**config.mk**
```make
export PLATFORM = sky130hd
export DESIGN_NAME = iccm_port_arbiter
export DESIGN_NICKNAME = d
export VERILOG_FILES = /design/src/rtl/iccm_arb_pkg.sv /design/src/rtl/iccm_arb_rr2.sv /design/src/rtl/iccm_port_arbiter.sv
export SDC_FILE = /design/constraint.sdc
export NUM_CORES = 1
export LEC_CHECK = 0
export CAP_MARGIN = 40
export CORE_MARGIN = 2
export CORE_UTILIZATION = 35
export DETAILED_ROUTE_END_ITERATION = 16
export PLACE_DENSITY_LB_ADDON = 0.25
export SYNTH_ARGS = -nofsm -noshare
export SYNTH_HDL_FRONTEND = slang
export SYNTH_SLANG_ARGS = --single-unit
```
**constraint.sdc**
```tcl
create_clock -name clk_i -period 4.9 [get_ports clk_i]
set_input_delay 0.98 -clock clk_i [delete_from_list [all_inputs] [get_ports clk_i]]
set_output_delay 0.98 -clock clk_i [all_outputs]
set_load 0.005 [all_outputs]
```
**src/rtl/iccm_arb_pkg.sv**
```systemverilog
// Shared defaults, response error codes, FSM states and grant priority type
// for the ICCM port arbiter.
package iccm_arb_pkg;

    localparam int unsigned CORE_AW_DEF = 14;
    localparam int unsigned MEM_AW_DEF  = 8;
    localparam int unsigned DW_DEF      = 32;

    localparam logic [1:0] RERR_NONE  = 2'b00;
    localparam logic [1:0] RERR_RANGE = 2'b01;

    typedef enum logic {
        ST_IDLE,
        ST_RESP
    } arb_state_e;

    typedef enum logic {
        PRIO_LOADER,
        PRIO_CORE
    } prio_e;

endpackage

```
**src/rtl/iccm_arb_rr2.sv**
```systemverilog
// Two-requester grant select (loader vs core); prio_i picks the winner on
// contention, otherwise the sole requester is granted.
module iccm_arb_rr2
    import iccm_arb_pkg::*;
(
    input  logic  req_ldr_i,
    input  logic  req_core_i,
    input  prio_e prio_i,
    output logic  gnt_ldr_o,
    output logic  gnt_core_o
);

    always_comb begin
        gnt_ldr_o  = req_ldr_i  & ~(req_core_i & (prio_i == PRIO_CORE));
        gnt_core_o = req_core_i & ~(req_ldr_i  & (prio_i == PRIO_LOADER));
    end

endmodule

```
**src/rtl/iccm_port_arbiter.sv**
```systemverilog
// Arbitrates core and loader accesses onto a single OpenRAM port.
// Define ICCM_ARB_FAIRNESS_EN to alternate grants on contention (default: loader priority).
module iccm_port_arbiter
    import iccm_arb_pkg::*;
#(
    parameter int unsigned CORE_AW = CORE_AW_DEF,
    parameter int unsigned MEM_AW  = MEM_AW_DEF,
    parameter int unsigned DW      = DW_DEF
) (
    input  logic               clk_i,
    input  logic               rst_ni,
    input  logic               core_req_i,
    input  logic               core_we_i,
    input  logic [CORE_AW-1:0] core_addr_i,
    input  logic [DW-1:0]      core_wdata_i,
    input  logic [DW-1:0]      core_wmask_i,
    output logic               core_gnt_o,
    output logic               core_rvalid_o,
    output logic [DW-1:0]      core_rdata_o,
    output logic [1:0]         core_rerror_o,
    input  logic               prog_we_i,
    input  logic [CORE_AW-1:0] prog_addr_i,
    input  logic [DW-1:0]      prog_wdata_i,
    output logic               prog_busy_o,
    output logic               prog_overrun_o,
    output logic               mem_csb_o,
    output logic               mem_web_o,
    output logic [DW/8-1:0]    mem_wmask_o,
    output logic [MEM_AW-1:0]  mem_addr_o,
    output logic [DW-1:0]      mem_din_o,
    input  logic [DW-1:0]      mem_dout_i
);

    localparam int unsigned NB = DW / 8;

    arb_state_e        state_q, state_d;
    logic              resp_err_q, resp_err_d;
    logic              buf_valid_q, buf_valid_d;
    logic [MEM_AW-1:0] buf_addr_q, buf_addr_d;
    logic [DW-1:0]     buf_data_q, buf_data_d;
    logic              overrun_q, overrun_d;

    logic              prog_in_range, prog_ok, core_in_range;
    logic              ldr_req, core_mem_req, gnt_ldr, gnt_core_mem, core_gnt;
    logic [MEM_AW-1:0] ldr_addr;
    logic [DW-1:0]     ldr_data;
    logic [NB-1:0]     core_bmask;
    prio_e             prio;

    // An incoming loader write bypasses the empty buffer so it can issue at once.
    always_comb begin
        prog_in_range = (prog_addr_i[CORE_AW-1:MEM_AW] == '0);
        core_in_range = (core_addr_i[CORE_AW-1:MEM_AW] == '0);
        prog_ok       = prog_we_i & prog_in_range;
        ldr_req       = buf_valid_q | prog_ok;
        core_mem_req  = core_req_i & core_in_range;
        ldr_addr      = buf_valid_q ? buf_addr_q : prog_addr_i[MEM_AW-1:0];
        ldr_data      = buf_valid_q ? buf_data_q : prog_wdata_i;
        for (int unsigned i = 0; i < NB; i++) begin
            core_bmask[i] = |core_wmask_i[8*i +: 8];
        end
    end

`ifdef ICCM_ARB_FAIRNESS_EN
    prio_e prio_q, prio_d;

    always_comb begin
        prio_d = prio_q;
        if (ldr_req && core_mem_req) begin
            prio_d = (prio_q == PRIO_CORE) ? PRIO_LOADER : PRIO_CORE;
        end
        prio = prio_q;
    end

    always_ff @(posedge clk_i or negedge rst_ni) begin
        if (!rst_ni) prio_q <= PRIO_CORE;
        else         prio_q <= prio_d;
    end
`else
    always_comb prio = PRIO_LOADER;
`endif

    iccm_arb_rr2 u_rr2 (
        .req_ldr_i  (ldr_req),
        .req_core_i (core_mem_req),
        .prio_i     (prio),
        .gnt_ldr_o  (gnt_ldr),
        .gnt_core_o (gnt_core_mem)
    );

    always_comb begin
        core_gnt    = core_req_i & (~core_in_range | gnt_core_mem);
        state_d     = (core_gnt && !core_we_i) ? ST_RESP : ST_IDLE;
        resp_err_d  = ~core_in_range;
        buf_valid_d = buf_valid_q;
        buf_addr_d  = buf_addr_q;
        buf_data_d  = buf_data_q;
        if (buf_valid_q && gnt_ldr) buf_valid_d = 1'b0;
        // Store the new write when the buffer drains this cycle, or when it was empty and lost arbitration.
        if (prog_ok && (buf_valid_q == gnt_ldr)) begin
            buf_valid_d = 1'b1;
            buf_addr_d  = prog_addr_i[MEM_AW-1:0];
            buf_data_d  = prog_wdata_i;
        end
        overrun_d = overrun_q | (prog_we_i & (~prog_in_range | (buf_valid_q & ~gnt_ldr)));
    end

    always_ff @(posedge clk_i or negedge rst_ni) begin
        if (!rst_ni) begin
            state_q     <= ST_IDLE;
            resp_err_q  <= 1'b0;
            buf_valid_q <= 1'b0;
            buf_addr_q  <= '0;
            buf_data_q  <= '0;
            overrun_q   <= 1'b0;
        end else begin
            state_q     <= state_d;
            resp_err_q  <= resp_err_d;
            buf_valid_q <= buf_valid_d;
            buf_addr_q  <= buf_addr_d;
            buf_data_q  <= buf_data_d;
            overrun_q   <= overrun_d;
        end
    end

    always_comb begin
        mem_csb_o   = 1'b1;
        mem_web_o   = 1'b1;
        mem_wmask_o = '0;
        mem_addr_o  = '0;
        mem_din_o   = '0;
        if (rst_ni) begin
            if (gnt_ldr) begin
                mem_csb_o   = 1'b0;
                mem_web_o   = 1'b0;
                mem_wmask_o = '1;
                mem_addr_o  = ldr_addr;
                mem_din_o   = ldr_data;
            end else if (gnt_core_mem) begin
                mem_csb_o  = 1'b0;
                mem_addr_o = core_addr_i[MEM_AW-1:0];
                if (core_we_i) begin
                    mem_web_o   = 1'b0;
                    mem_wmask_o = core_bmask;
                    mem_din_o   = core_wdata_i;
                end
            end
        end
        core_gnt_o     = rst_ni & core_gnt;
        core_rvalid_o  = (state_q == ST_RESP);
        core_rdata_o   = (core_rvalid_o && !resp_err_q) ? mem_dout_i : '0;
        core_rerror_o  = (core_rvalid_o && resp_err_q) ? RERR_RANGE : RERR_NONE;
        prog_busy_o    = buf_valid_q;
        prog_overrun_o = overrun_q;
    end

endmodule

```
==> metrics.txt, run 1 <==
# diodes 0; top post-synthesis cells by count dfrtp_1 (44), mux2_4 (39), and2_1 (33), mux2i_1 (32), o2bb2ai_1 (32); CP dominant cell by count clkdlybuf4s50_1; Critical R2R Capture buf_data_q[26]; GRT Total Usage between 10% and 20%; total core area ~8700 um^2; cts repair resizes 0; Async SR Flop Fraction 100%; P&R area growth vs syn 82.0%; cell chain of the critical path clkdlybuf4s50_1, nor4_4, and3_4, o21ai_2, buf_8, o2bb2ai_1, clkdlybuf4s50_1; hold slack final about 0.46 ns; Cell Rows 34; Die ar. roughly 9700 um^2; Ys Warns 0; number of hold buffers added after cts 0; antenna violations before repair 0; CP required 3.92 ns; Slew headroom between 50 and 60%; WP data arrival 3.29 ns; final period utilization 87.2%; first-pass GRT wire length roughly 16 mm; # port buffers 243; CP max stage delay about 0.54 ns; critical path capture point mem_din_o[27]; Root Driver clkbuf_8; setup TNS 0 ns; GP Congestion ~0.86; htree depth 2; largest net degree at the start of global routing 42; fin worst setup slack ~0.63 ns; detailed-route wire length 10.0 mm; Clock Latency Late Sink roughly 0.3 ns; power per cell area around 130 nW/um^2; clk sink count 44; Critical Path Fanout Max 23; distinct cell type count after synthesis 33; Die X between 90 and 100 um; Max Clk Rate roughly 230 MHz; drt pass-1 iters 4; worst r2r path cells 2; Final Power about 760 uW; final setup fails 0; worst vdd ir 0.104 mV; post-route ant nets 0; CTS max path bufs 2; DP Worst Slack around 0.61 ns; post-synth top area cell dfrtp_1; final count of pins violating max slew 0; Vias 3,003; R2R Path Start prog_busy_o; Post-DP Area between 5000 and 6000 um^2; cell area after synthesis 3110 um^2; Post-synth EDFFs 0; vias in the first global route 3,153; syn nets roughly 430; slowest CP cell clkdlybuf4s50_1; Fin. Hold Viols 0; die height 98.3 um; fin crit period around 4.3 ns; syn avg cell area between 10 and 15 um^2; CTS tree built; worst reg-to-reg setup slack approximately 3.5 ns; clock buffer count from CTS 5; Hold Crit Class flip-flop to flip-flop; RSZ-0062 raised after global routing no; Layout Skew 0.00825 ns; vias per cell roughly 4.9; cell leakage power between 0.002 and 0.0025 uW; Critical Path Sink Type primary output; cells after synthesis approximately 260; register area share after synthesis ~35%; wire per inst roughly 17 um; startpoint class of the critical path input pin; top cells by area, synth dfrtp_1 (35%), mux2_4 (19%), mux2i_1 (10%); top cell type's share of synthesized area about 35%; most frequent cell after synthesis dfrtp_1; #FFs+latches synth 44; number of remaining DRC errors 0; max-cap violation count 0; fraction of layout instances using a drive strength above 1 12.6%; initial core utilization 35.8%; Crit. Startpoint prog_addr_i[9]; post-route cell area approximately 5700 um^2; Reg clk slew, reported paths about 0.08 ns; Post-synth top flop dfrtp_1; status completed; I/O Pins approximately 250; Setup Crit Path Kind input pin to primary output; DP HPWL 8.20 mm; Slew @ Worst Pin about 0.6 ns; number of setup buffers added after CTS 0; Final nets ~660; initial DRC count 74; GRT overflow 0
## stage by stage
| stage | utilization (%) | cells |
|---|---|---|
| 3_3_place_gp | 64.0 | 598 |
| 2_1_floorplan | - | 264 |
| 6_report | 65.2 | 607 |
| 4_1_cts | 65.2 | 607 |
| 5_1_grt | 65.2 | 607 |
| 3_5_place_dp | 64.2 | 599 |
## layout by cell type (no fill, tap or decap), drive strengths merged, types with 2 or more instances in the layout
cell           instances
a21oi                  4
a221o                  8
and2                  33
and3                  10
buf                    7
clkbuf                 5
clkdlybuf4s50        242
dfrtp                 44
inv                    3
mux2                  40
mux2i                 32
nand2                  6
nand4                  2
nor2                   5
nor4                  10
o21a                   4
o21ai                  2
o2bb2ai               32
## worst min path at each step
stage                         startpoint             end  slack [ns]  cells past startpoint
after floorplan           prog_overrun_o  prog_overrun_o        0.45                      1
after global placement    prog_overrun_o  prog_overrun_o        0.44                      1
after detailed placement  prog_overrun_o  prog_overrun_o        0.44                      1
after CTS                 prog_overrun_o  prog_overrun_o        0.46                      1
after global routing      prog_overrun_o  prog_overrun_o        0.49                      1
final                     prog_overrun_o  prog_overrun_o        0.46                      1
## sequential cells by signal, indices dropped and copies added, names as in the netlist
register	cells
buf_addr_q	8
buf_data_q	32
core_rvalid_o	1
prog_busy_o	1
prog_overrun_o	1
resp_err_q	1
## logic make-up after synthesis
kind of cell	Yosys count	share of synthesized area (%)
flip-flops	44	35.4
buffers and inverters	24	5.63
other	1	0.121
AND/OR/NAND/NOR	70	15.1
multiplexers	72	29.5
AO/OA/AOI/OAI	53	14.2
## final cells by class
| type | instances | area, um^2 |
|---|---|---|
| fillers | 715 | 3020 |
| repair buffers | 249 | 2480 |
| multi-input cells | 196 | 1840 |
| flip-flops and latches | 44 | 1100 |
| well taps | 108 | 135 |
| clock buffers | 5 | 68.8 |
| clock inverters | 3 | 21.3 |
| inverters | 2 | 7.51 |
## critical path: cells and delay by family
kind,cells,cell delay [ns]
AO/OA/AOI/OAI,2,0.35
buffers and inverters,3,1.21
AND/OR/NAND/NOR,2,0.74
## metal layers
layer / wire, um / share of wire [%] / track usage [%]
met1: 3670 / 37 / 20.8
met2: 5350 / 53 / 39.0
met3: 783 / 7.8 / 5.01
met4: 233 / 2.3 / 6.11
met5: 0 / 0 / 0
## report_power, final
group          switching (uW)  total, uW  leakage, uW  internal, uW
sequential              0.330        364     0.000602           363
combinational            44.4        170      0.00170           125
clock                     128        229    0.0000445           101
Power figures use the tool's default switching activity.
==> run 2: changes to the inputs <==
--- a/config.mk
+++ b/config.mk
@@ -8,6 +8,7 @@
 export CAP_MARGIN = 40
 export CORE_MARGIN = 2
 export CORE_UTILIZATION = 35
+export CTS_BUF_LIST = sky130_fd_sc_hd__clkbuf_16
 export DETAILED_ROUTE_END_ITERATION = 16
 export PLACE_DENSITY_LB_ADDON = 0.25
 export SYNTH_ARGS = -nofsm -noshare
==> run 2 against run 1 <==
Compared with the run above: register-to-register slack about the same; clock skew about the same; via count about the same; global-route usage decreased by 0.090 points; worst setup slack got worse by 0.014 ns.
==> metrics.txt, run 2 (same netlist as run 1, synthesis figures left out) <==
status completed (unchanged); Die X 98.3 um (unchanged); number of remaining DRC errors 0 (unchanged); clock buffer count from CTS 5 (unchanged); drt pass-1 iters 4 (unchanged); GP Congestion 0.862 (unchanged); Hold Crit Class flip-flop to flip-flop (unchanged); CP required 3.92 ns (about the same); total core area 8680 um^2 (unchanged); P&R area growth vs syn 83.8% (was 82.0%); I/O Pins 245 (unchanged); RSZ-0062 raised after global routing no (unchanged); setup TNS 0 ns (unchanged); startpoint class of the critical path input pin (unchanged); R2R Path Start prog_busy_o (unchanged); initial DRC count 57 (was 74); Critical Path Fanout Max 23 (unchanged); Hold Crit Start prog_overrun_o (unchanged); largest registers buf_data_q: 32 flops, buf_addr_q: 8 flops (unchanged); detailed-route wire length 10.0 mm (about the same); max FFs per register 32 (unchanged); worst vdd ir 0.119 mV (was 0.104 mV); CTS tree built (unchanged); Layout Skew 0.00783 ns (was 0.00825 ns); wire per inst 16.5 um (about the same); most frequent cells in the layout clkdlybuf4s50_1 (242), dfrtp_1 (43), mux2_4 (39) (unchanged); initial core utilization 35.8% (unchanged); die height 98.3 um (unchanged); number of hold buffers added after cts 0 (unchanged); Multi-input gate area 1840 um^2 (unchanged); Setup Crit Path Kind input pin to primary output (unchanged); Final nets 659 (unchanged); vias in the first global route 3,158 (was 3,153); max-cap violation count 0 (unchanged); Vias 3,002 (was 3,003); Final Util 65.8% (was 65.2%); Largest Register buf_data_q (unchanged); Max Clk Rate 233 MHz (was 234 MHz); number of fillers in the final layout 710 (was 715); fin crit period 4.29 ns (was 4.27 ns); fraction of layout instances using a drive strength above 1 12.6% (unchanged); Crit. Startpoint prog_addr_i[9] (unchanged); Clock Latency Late Sink 0.28 ns (was 0.30 ns); Fin. Hold Viols 0 (unchanged); # diodes 0 (unchanged); Reg clk slew, reported paths 0.06 ns (was 0.08 ns); final count of pins violating max slew 0 (unchanged); Final Power 860 uW (was 762 uW); first-pass GRT wire length 15.6 mm (about the same); number of setup buffers added after CTS 0 (unchanged); GRT Total Usage 19.9% (was 20.0%); power per cell area 150 nW/um^2 (was 135 nW/um^2); antenna violations before repair 0 (unchanged); Slew @ Worst Pin 0.629 ns (was 0.604 ns); register area 1100 um^2 (unchanged); htree depth 2 (unchanged); final period utilization 87.5% (was 87.2%); GRT overflow 0 (unchanged); Critical Path Sink Type primary output (unchanged); vias per cell 4.95 (about the same); final setup fails 0 (unchanged); clk sink count 44 (unchanged); Slew headroom 58.1% (was 59.7%); Die ar. 9650 um^2 (unchanged); DP HPWL 8.20 mm (unchanged); cell leakage power 0.00237 uW (was 0.00234 uW); post-route ant nets 0 (unchanged); largest net degree at the start of global routing 42 (unchanged); CTS max path bufs 2 (unchanged); commonest non-fill, non-tap cell in the layout clkdlybuf4s50_1 (unchanged); Cell Rows 34 (unchanged); WP data arrival 3.31 ns (was 3.29 ns); Root Driver clkbuf_16 (was clkbuf_8); cts repair resizes 0 (unchanged); # port buffers 243 (unchanged)
[run 2: cell counts in the layout (fill, tap and decap cells not counted)]
Identical to the previous run, type by type.
[run 2: per-layer routing]
layer,track usage [%],vias up,part of all wire (%)
met3,4.80,12,7.5
li1,-,1456,-
met2,38.9,136,54
met1,21.0,1398,37
met4,5.48,0,2.0
met5,0,-,0
[run 2: layout make-up]
type / count / area share, %
Tap cell: 108 / 2.36
Inverter: 2 / 0.131
Clock inverter: 3 / 0.372
Clock buffer: 5 / 2.19
Sequential cell: 44 / 19.3
Multi-Input combinational cell: 196 / 32.3
Timing Repair Buffer: 249 / 43.4
[run 2: path summary, 6_finish.rpt]
| check | endpoint | slack [ns] | cells after the start |
|---|---|---|---|
| min in group asynchronous | buf_data_q[7] | 0.75 | 2 |
| setup reg to reg | buf_data_q[26] | 3.48 | 2 |
| hold / removal | prog_overrun_o | 0.46 | 1 |
| hold reg to reg | prog_overrun_o | 0.46 | 1 |
| setup / recovery | mem_din_o[27] | 0.61 | 7 |
| max in group asynchronous | buf_addr_q[5] | 3.74 | 2 |
[run 2: through the flow]
stage          hold slack [ns]  std cells  instance area [um^2]  worst slack [ns]
2_1_floorplan            0.451        264                  3110              1.90
3_3_place_gp             0.445        598                  5550             0.490
3_5_place_dp             0.445        599                  5570             0.605
4_1_cts                  0.458        607                  5710             0.611
5_1_grt                  0.481        607                  5710             0.496
6_report                 0.457        607                  5710             0.614
[run 2: worst max-delay path, stage by stage]
cell and delay, ns:
clkdlybuf4s50_1 0.44, nor4_4 0.43, and3_4 0.31, o21ai_2 0.20, buf_8 0.23, o2bb2ai_1 0.16, clkdlybuf4s50_1 0.54
[run 2: report_power, final]
| part | internal, uW | total, uW | switching (uW) |
|---|---|---|---|
| logic | 125 | 170 | 44.4 |
| clock network | 190 | 326 | 136 |
| registers | 364 | 364 | 0.330 |
| total | 679 | 860 | 181 |
==> run 3: changes to the inputs <==
--- a/config.mk
+++ b/config.mk
@@ -14,3 +14,4 @@
 export SYNTH_ARGS = -nofsm -noshare
 export SYNTH_HDL_FRONTEND = slang
 export SYNTH_SLANG_ARGS = --single-unit
+export TNS_END_PERCENT = 5
==> results of run 3 <==
The final DEF is identical to that of run 2; final timing and power are the same.
